## config.mk

```make
export PLATFORM = sky130hd
export DESIGN_NAME = led_seq_ctrl
export DESIGN_NICKNAME = d
export VERILOG_FILES = /design/src/rtl/led_seq_ctrl_pkg.sv /design/src/rtl/led_pattern_rom.sv /design/src/rtl/led_seq_ctrl.sv
export SDC_FILE = /design/constraint.sdc
export NUM_CORES = 1
export LEC_CHECK = 0
export ABC_AREA = 1
export BUFFER_PORTS_ARGS = -buffer_cell sky130_fd_sc_hd__buf_2
export CAP_MARGIN = 20
export CELL_PAD_IN_SITES_DETAIL_PLACEMENT = 0
export CELL_PAD_IN_SITES_GLOBAL_PLACEMENT = 1
export CORE_MARGIN = 3
export CORE_UTILIZATION = 44
export DETAILED_ROUTE_END_ITERATION = 16
export GPL_TIMING_DRIVEN = 0
export PLACE_DENSITY = 0.91
export SLEW_MARGIN = 10
export SYNTH_ARGS = -nofsm -noshare
export SYNTH_HDL_FRONTEND = slang
export SYNTH_SLANG_ARGS = --single-unit
```

## constraint.sdc

```tcl
create_clock -name clk_divider_wire -period 6.75 [get_ports clk_divider_wire]
set_input_delay 1.35 -clock clk_divider_wire [delete_from_list [all_inputs] [get_ports clk_divider_wire]]
set_output_delay 1.35 -clock clk_divider_wire [all_outputs]
set_load 0.03 [all_outputs]
```

## src/rtl/led_seq_ctrl_pkg.sv

```systemverilog
// led_seq_ctrl_pkg
// Shared definitions for the LED sequencer: FSM state encoding, default
// step count, the latched playback configuration record and the four
// pattern bank tables used by led_pattern_rom.
package led_seq_ctrl_pkg;

  // FSM encoding kept as plain constants so older code can compare raw values
  localparam logic [1:0] ST_IDLE  = 2'd0;
  localparam logic [1:0] ST_SHOW  = 2'd1;
  localparam logic [1:0] ST_PAUSE = 2'd2;

  localparam int DEF_NUM_STEPS = 6;

  // Number of entries physically stored per bank
  localparam int TABLE_STEPS = 6;

  // Playback configuration captured on start (hold is kept separately
  // because its width is a module parameter)
  typedef struct packed {
    logic [1:0] mode;
    logic       dir;
    logic       one_shot;
  } cfg_t;

  // BANK_TABLE[bank][index]
  localparam logic [3:0] BANK_TABLE [4][TABLE_STEPS] = '{
    '{4'b1111, 4'b1010, 4'b0101, 4'b0000, 4'b1110, 4'b0111},
    '{4'b0001, 4'b0010, 4'b0100, 4'b1000, 4'b0100, 4'b0010},
    '{4'b0001, 4'b0011, 4'b0111, 4'b1111, 4'b0111, 4'b0011},
    '{4'b1111, 4'b0000, 4'b1111, 4'b0000, 4'b1111, 4'b0000}
  };

endpackage

```

## src/rtl/led_pattern_rom.sv

```systemverilog
// led_pattern_rom
// Combinational lookup of a 4-bit LED pattern from (bank, index).
// Indices at or beyond NUM_STEPS (or beyond the stored table) read 0000.
// Ports:
//   i_mode    - bank select
//   i_idx     - step index
//   o_pattern - pattern for that bank/index
module led_pattern_rom
  import led_seq_ctrl_pkg::*;
#(
  parameter int NUM_STEPS = DEF_NUM_STEPS
) (
  input  logic [1:0] i_mode,
  input  logic [2:0] i_idx,
  output logic [3:0] o_pattern
);

  always_comb begin
    o_pattern = 4'b0000;
    if ((int'(i_idx) < NUM_STEPS) && (int'(i_idx) < TABLE_STEPS)) begin
      o_pattern = BANK_TABLE[i_mode][i_idx];
    end
  end

endmodule

```

## src/rtl/led_seq_ctrl.sv

```systemverilog
// led_seq_ctrl
// LED pattern sequencer. A start pulse latches the playback configuration
// and steps through one of four pattern banks, dwelling hold+1 cycles per
// step, ascending or descending, looping or single-pass. Playback can be
// paused, single-stepped while paused, or aborted with stop.
// Ports:
//   clk_divider_wire - clock, rising edge
//   rst              - asynchronous active-low reset
//   start / stop     - playback begin / abort pulses
//   pause            - level, freezes playback while high
//   step_req         - advance one step while paused
//   dir, one_shot, mode, hold - playback configuration, sampled on start
//   LEDR             - registered pattern output
//   step_idx         - current step index
//   busy             - high outside IDLE
//   wrap             - one-cycle pulse when the index wraps
module led_seq_ctrl
  import led_seq_ctrl_pkg::*;
#(
  parameter int NUM_STEPS = DEF_NUM_STEPS,
  parameter int HOLD_W    = 4
) (
  input  logic              clk_divider_wire,
  input  logic              rst,
  input  logic              start,
  input  logic              stop,
  input  logic              pause,
  input  logic              step_req,
  input  logic              dir,
  input  logic              one_shot,
  input  logic [1:0]        mode,
  input  logic [HOLD_W-1:0] hold,
  output logic [3:0]        LEDR,
  output logic [2:0]        step_idx,
  output logic              busy,
  output logic              wrap
);

  localparam logic [2:0] LAST_IDX = 3'(NUM_STEPS - 1);

  logic [1:0]        r_state;
  logic [2:0]        r_idx;
  logic [HOLD_W-1:0] r_cnt;
  logic [HOLD_W-1:0] r_hold;
  cfg_t              r_cfg;
  logic [3:0]        r_ledr;
  logic              r_busy;
  logic              r_wrap;

  logic [1:0]        w_state_next;
  logic [2:0]        w_idx_next;
  logic [HOLD_W-1:0] w_cnt_next;
  logic [HOLD_W-1:0] w_hold_next;
  cfg_t              w_cfg_next;
  logic              w_wrap_next;
  logic              w_do_adv;
  logic [2:0]        w_adv_idx;
  logic              w_adv_wrap;
  logic [3:0]        w_pattern;

  // Neighbouring index in the latched direction, wrapping at either end
  always_comb begin
    if (!r_cfg.dir) begin
      w_adv_wrap = (r_idx == LAST_IDX);
      w_adv_idx  = w_adv_wrap ? 3'd0 : r_idx + 3'd1;
    end else begin
      w_adv_wrap = (r_idx == 3'd0);
      w_adv_idx  = w_adv_wrap ? LAST_IDX : r_idx - 3'd1;
    end
  end

  always_comb begin
    w_state_next = r_state;
    w_idx_next   = r_idx;
    w_cnt_next   = r_cnt;
    w_hold_next  = r_hold;
    w_cfg_next   = r_cfg;
    w_wrap_next  = 1'b0;
    w_do_adv     = 1'b0;
    if (stop) begin
      w_state_next = ST_IDLE;
      w_idx_next   = 3'd0;
      w_cnt_next   = '0;
    end else begin
      case (r_state)
        ST_IDLE: begin
          if (start) begin
            w_cfg_next.mode     = mode;
            w_cfg_next.dir      = dir;
            w_cfg_next.one_shot = one_shot;
            w_hold_next         = hold;
            w_idx_next          = dir ? LAST_IDX : 3'd0;
            w_cnt_next          = '0;
            w_state_next        = ST_SHOW;
          end
        end
        ST_SHOW: begin
          if (pause) begin
            w_state_next = ST_PAUSE;
          end else if (r_cnt == r_hold) begin
            w_do_adv = 1'b1;
          end else begin
            w_cnt_next = r_cnt + HOLD_W'(1);
          end
        end
        ST_PAUSE: begin
          // Dwell counter is left untouched so SHOW resumes mid-step
          if (!pause) begin
            w_state_next = ST_SHOW;
          end else if (step_req) begin
            w_do_adv = 1'b1;
          end
        end
        default: begin
          w_state_next = ST_IDLE;
          w_idx_next   = 3'd0;
          w_cnt_next   = '0;
        end
      endcase
      if (w_do_adv) begin
        w_cnt_next  = '0;
        w_idx_next  = w_adv_idx;
        w_wrap_next = w_adv_wrap;
        // A single pass ends on the wrap; the wrap pulse is still reported
        if (w_adv_wrap && r_cfg.one_shot) begin
          w_state_next = ST_IDLE;
          w_idx_next   = 3'd0;
        end
      end
    end
  end

  // Looked up from next-cycle values so LEDR tracks the index with no lag
  led_pattern_rom #(
    .NUM_STEPS (NUM_STEPS)
  ) u_rom (
    .i_mode    (w_cfg_next.mode),
    .i_idx     (w_idx_next),
    .o_pattern (w_pattern)
  );

  always_ff @(posedge clk_divider_wire or negedge rst) begin
    if (!rst) begin
      r_state <= ST_IDLE;
      r_idx   <= 3'd0;
      r_cnt   <= '0;
      r_hold  <= '0;
      r_cfg   <= '0;
      r_ledr  <= 4'b0000;
      r_busy  <= 1'b0;
      r_wrap  <= 1'b0;
    end else begin
      r_state <= w_state_next;
      r_idx   <= w_idx_next;
      r_cnt   <= w_cnt_next;
      r_hold  <= w_hold_next;
      r_cfg   <= w_cfg_next;
      r_ledr  <= (w_state_next == ST_IDLE) ? 4'b0000 : w_pattern;
      r_busy  <= (w_state_next != ST_IDLE);
      r_wrap  <= w_wrap_next;
    end
  end

  assign LEDR     = r_ledr;
  assign step_idx = r_idx;
  assign busy     = r_busy;
  assign wrap     = r_wrap;

endmodule
```

# Word level (Yosys, flattened, before mapping)
# Cells that the tools add are included.
# classes
n_addsub,3
magnitude_cmp,3
eq_ne,8
mux,42
bitwise_logic,3
reduce_logical,8
# op_table
op,n
binary-select mux 24 bit (select 2 bit),1
2-to-1 mux 24 bit,2
2-to-1 mux 4 bit,12
2-to-1 mux 3 bit,8
binary-select mux 4 bit (select 3 bit),1
2-to-1 mux 2 bit,6
inequality test 4 bit (second input constant),3
one-hot mux 4 bit (3 select lines),1
2-to-1 mux 1 bit,8
one-hot mux 2 bit (3 select lines),1
one-hot mux 3 bit (2 select lines),1
adder 4 x 1 -> 4 bit (second input constant),1
== test 4 bit,1
>= comparator 4 bit (second input constant),1
logical NOT 2 bit,2
inverter 3 -> 4 bit,1
AND reduction 4 bit,1
adder 3 x 1 -> 3 bit (second input constant),1
== test 3 bit (second input constant),1
>= comparator 3 bit (second input constant),1
logical NOT 3 bit,1
< comparator 3 bit (second input constant),1
inequality test 3 bit (second input constant),1
inverter 2 -> 3 bit,1
9 further kinds,9
# totals
reg_bits,23
input_bits,14
out_inout_bits,9
word_cells,77

# Depth between registers and ports, before layout
# depth
ltp_word,13
mapped_depth,14
depth_no_buf,14

# By module
# A second synthesis with hierarchy kept.
# unflattened
hier_cells,217
hier_area_um2,1571.5
# modules_own_cells
module,n_inst,cells_each,area_per_inst_um2,seq_area_each_um2
led_seq_ctrl,1,170,1321.3,575.6
led_pattern_rom,1,47,250.2,0.0

# Least setup slack after synthesis
# OpenSTA, ideal clock, no wires.
# synth_path
path_type,input port to flip-flop
start,in start
end,reg r_ledr[2] (netlist: LEDR[2])
setup_ns,0.119
t_arrival_ns,2.710
t_required_ns,6.631
setup_slack_ns,3.921
path_stages,11
n_path_buf,0
cell_sequence,nand2_1 nor2_2 inv_1 or2_0 o21ai_0 inv_1 ha_1 nand3b_1 nand2_1 nand3_1 and2_1
# synth_between
elab_chain_len,12
elab_cells_between_ends,24
classes_between,1 x order compare; 20 x mux; 2 x bitwise; 1 x reduce/logical
# synth_lines
item,line_no,source
"start, declared",led_seq_ctrl.sv:25,"input logic start,"
2-to-1 mux 4 bit,led_seq_ctrl.sv:87,if (start) begin
2-to-1 mux 4 bit,led_seq_ctrl.sv:85,case (r_state)
2-to-1 mux 4 bit,led_seq_ctrl.sv:80,if (stop) begin
named net u_rom.i_mode[1],led_pattern_rom.sv:13,"input logic [1:0] i_mode,"
inverter 2 -> 3 bit (implied by the code),led_pattern_rom.sv:21,o_pattern = BANK_TABLE[i_mode][i_idx];
binary-select mux 24 bit (select 2 bit),led_pattern_rom.sv:21,
2-to-1 mux 24 bit (implied by the code) (2 in series),led_pattern_rom.sv:21,
binary-select mux 4 bit (select 3 bit),led_pattern_rom.sv:21,
2-to-1 mux 4 bit (implied by the code) (2 in series),led_pattern_rom.sv:21,
2-to-1 mux 4 bit,led_pattern_rom.sv:20,if ((int'(i_idx) < NUM_STEPS) && (int'(i_idx) < TABLE_STEPS)) begin
2-to-1 mux 4 bit,led_seq_ctrl.sv:158,r_ledr <= (w_state_next == ST_IDLE) ? 4'b0000 : w_pattern;
"end signal, assigned",led_seq_ctrl.sv:158,
"end, declared",led_seq_ctrl.sv:46,logic [3:0] r_ledr;
# The timed path passes the listed nets, and every way through them passes these cells. The select of a mux whose other input is x is not followed.
# A chain may end at the register's enable or synchronous reset.

# Worst setup path in the final report
# Same ends and word-level chain as after synthesis.

==> out/qor.yml <==
syn_nets: 239
synth_top_area_cell: "dfrtp_1"
crit_arrival_ns: 3.14
synth-adder-area-share_pct: 8.696
wl_per_cell_um: 11.16
slew_headroom_pct: 66.30
drt_iter0_markers: 72
gr-total-overflow: 0
synthXorXnorAreaFrac_pct: 0
clkPwrFrac_pct: 14.4
wirelength_um: 3193
place_inst: 282
rsz0062_at_grt: "false"
cp_slowest_cell: "ha_1"
p_comb_share_pct: 45.1
yosys_warnings: 0
rows: 21
p_per_area_nw_per_um2: 252.0
numCtsBuffers: 3
ant_nets: 0
setup_viol: 0
post_cts_buffers: 0
vias: 1349
utilization_pct: 52.45
reg2reg_to: "LEDR[2]"
path_class: "primary input to register"
r2r_setup_slack_ns: 4.13
nets: 266
areaGrowthSynthToFinish_pct: 12.33
slowest_delay_ns: 0.22
grtUsageTotal_pct: 16.34
maxSlewViolCount: 0
cts_hold_buf: 0
crit_path_end_kind: "register"
synth_top_cell_area_share_pct: 36.36
grt_first_pass_wirelength_um: 5582
path_buf_inv: 3
vias_per_cell: 4.717
min_period_ns: 2.928
drtPass1Iterations: 4
fmax_mhz: 341.5
p_int_uw: 254.7
drc: 0
hpwlAfterDp_um: 2581
design.portCount: 23
syn-cell-area_sq_um: 1583
yosys.cell_types.count: 27
yosysSeqAreaShare_pct: 36.36
synth_seq_cells: 23
cp.depth: 12
clock_sinks: 23
finalPower_uw: 448.0
finalSetupTns_ns: 0
crit_path_cell_trace: "buf_2 -> nand2_1 -> nor2_2 -> inv_1 -> or2_0 -> o21ai_0 -> inv_1 -> ha_1 -> nand3b_1 -> nand2_1 -> nand3_1 -> and2_1"
start_util_pct: 46.70
core-area_sq_um: 3390
p_sw_share_pct: 43.15
reg2regPathDepth: 13
critPathLaunchType: "primary input"
grt_max_degree: 24
ctsHtreeMaxLevel: 1
whs_path_depth: 2
die_area_sq_um: 4353
vdd_drop_max_mv: 0.1285
synth.area.mux_share_pct: 0
setup_slack_ns: 3.822
critical_path.top_delay_family: "simple AND/OR/NAND/NOR gates"
clock-root-buffer: "clkbuf_4"
postSynthAreaPerCell_sq_um: 7.396
synthCells: 214
synthTopCellsByArea: "dfrtp_1 (36%), nand2_1 (14%), ha_1 (8.7%)"
power_frac_seq_pct: 40.6
r2r_start: "r_state[1]"
cp_max_fo: 5
num-fill-cells: 362
grt_pass1_vias: 1288
worstSkewPairLatency_ns: 0.31
hold_class: "register to register"
tightest_slew_ns: 0.5002
place.gp.congestion: 0.8360
fp.dieH_um: 65.98
dpl_worst_slack_ns: 3.510
min_period_over_period_pct: 43.38
total_leakage_power_nw: 0.9627
synth_compound_area_share_pct: 11.70
p_sw_uw: 193.3
fin_skew_ns: 0.007098
final-instance-count-excl-fill: 286
fp.dieW_um: 65.98
worstPathRequired_ns: 6.96
drive_above_1_share_pct: 22.08
antenna_found_initial: 0
cts_tree: "built"
port_buffers: 22
cts_resized: 0
critPathLaunch: "start"
drv_cap: 0
synth-simple-area-share_pct: 34.94
cp-endpoint: "LEDR[2]"
diodes: 0
outcome: "complete, no violations"
hold_viol: 0
path_clk_slew_ns: 0.13
synth_top_family_by_area: "simple AND/OR/NAND/NOR gates"
cts_max_path_buffers: 2
==> worst min path at each step <==
stage	startpoint	to
after floorplan	r_cfg[0]	r_cfg[0]
after global placement	r_cfg[0]	r_cfg[0]
after detailed placement	r_cfg[0]	r_cfg[0]
after CTS	r_cfg[0]	r_cfg[0]
after global routing	r_cfg[0]	r_cfg[0]
final	r_cfg[0]	r_cfg[0]
==> kinds of logic (layout without fill, tap and decap cells) <==
family | Yosys count | count (layout)
AND/OR/NAND/NOR | 113 | 113
AO/OA/AOI/OAI | 32 | 32
flip-flops | 23 | 23
adder cells (fa/ha/maj) | 11 | 11
buffers and inverters | 35 | 61
==> tightest hold or removal path, stage by stage, from the launching register on <==
cell and delay, ns:
dfrtp_1 0.41, nand2_1 0.07, nand2_1 0.05
==> registers in the layout, summed over array words and instances, names as in the netlist <==
name / flops
LEDR: 4
r_cfg: 4
r_cnt: 4
r_hold: 4
step_idx: 3
r_state: 2
busy: 1
wrap: 1
==> area by class of cell <==
cell class                      instances  area [sq um]  area share [%]
Buffer                                  1         3.754          0.2111
Clock buffer                            3         22.52           1.267
Clock inverter                          1         5.005          0.2815
Inverter                               34         127.6           7.178
Multi-Input combinational cell        156         875.8           49.26
Sequential cell                        23         575.6           32.37
Tap cell                               46         57.56           3.237
Timing Repair Buffer                   22         110.1           6.193
==> power groups by stage <==
stage	Combinational [mW]	Clock, mW	Sequential (mW)
final	0.202	0.0643	0.182
after global routing	0.232	0.0716	0.185
after floorplan	0.137	0	0.200
after CTS	0.204	0.0657	0.182
after global placement	0.202	0	0.184
after detailed placement	0.203	0	0.184
==> per-stage QoR <==
stage	instance area (sq um)	hold slack, ns
after floorplan	1583	0.4425
after global placement	1750	0.5026
after detailed placement	1750	0.5127
after CTS	1778	0.5444
after global routing	1778	0.5938
final	1778	0.5478
==> synthesized netlist by cell type, drive strengths merged <==
cell	count
nand3b	2
inv	34
nand3	25
or2	2
o22ai	2
and2	1
a21oi	9
dfrtp	23
a31o	1
ha	11
o21ai	19
o211ai	1
nor2	15
nor3b	2
nor3	2
clkbuf	1
nand2	64
==> cells in the final DEF, fill, tap and decap left out <==
| cell type | count |
|---|---|
| and2_1 | 1 |
| nor2_4 | 1 |
| o21ai_1 | 2 |
| nand2_2 | 4 |
| clkbuf_1 | 1 |
| nand3_1 | 21 |
| o211ai_2 | 1 |
| a21oi_1 | 8 |
| o22ai_1 | 2 |
| nand2_4 | 3 |
| inv_2 | 4 |
| or2_0 | 1 |
| a21oi_2 | 1 |
| a31o_2 | 1 |
| clkbuf_4 | 3 |
| nor3_1 | 2 |
| nor2_1 | 9 |
| or2_2 | 1 |
| dfrtp_1 | 23 |
| o21ai_2 | 2 |
| nand3b_1 | 2 |
| nor3b_1 | 2 |
| inv_1 | 30 |
| nand2_1 | 57 |
| clkinv_2 | 1 |
| nor2_2 | 5 |
| buf_2 | 22 |
| o21ai_0 | 15 |
| ha_1 | 11 |
| nand3_2 | 4 |
==> routing by layer <==
metal	vias up	routed length, um	track usage, %
met5	-	0	0
met4	0	53	5.584
met3	4	65	1.531
met2	17	1463	26.91
met1	588	1611	22.39
li1	740	-	-
Power figures use the tool's default switching activity.
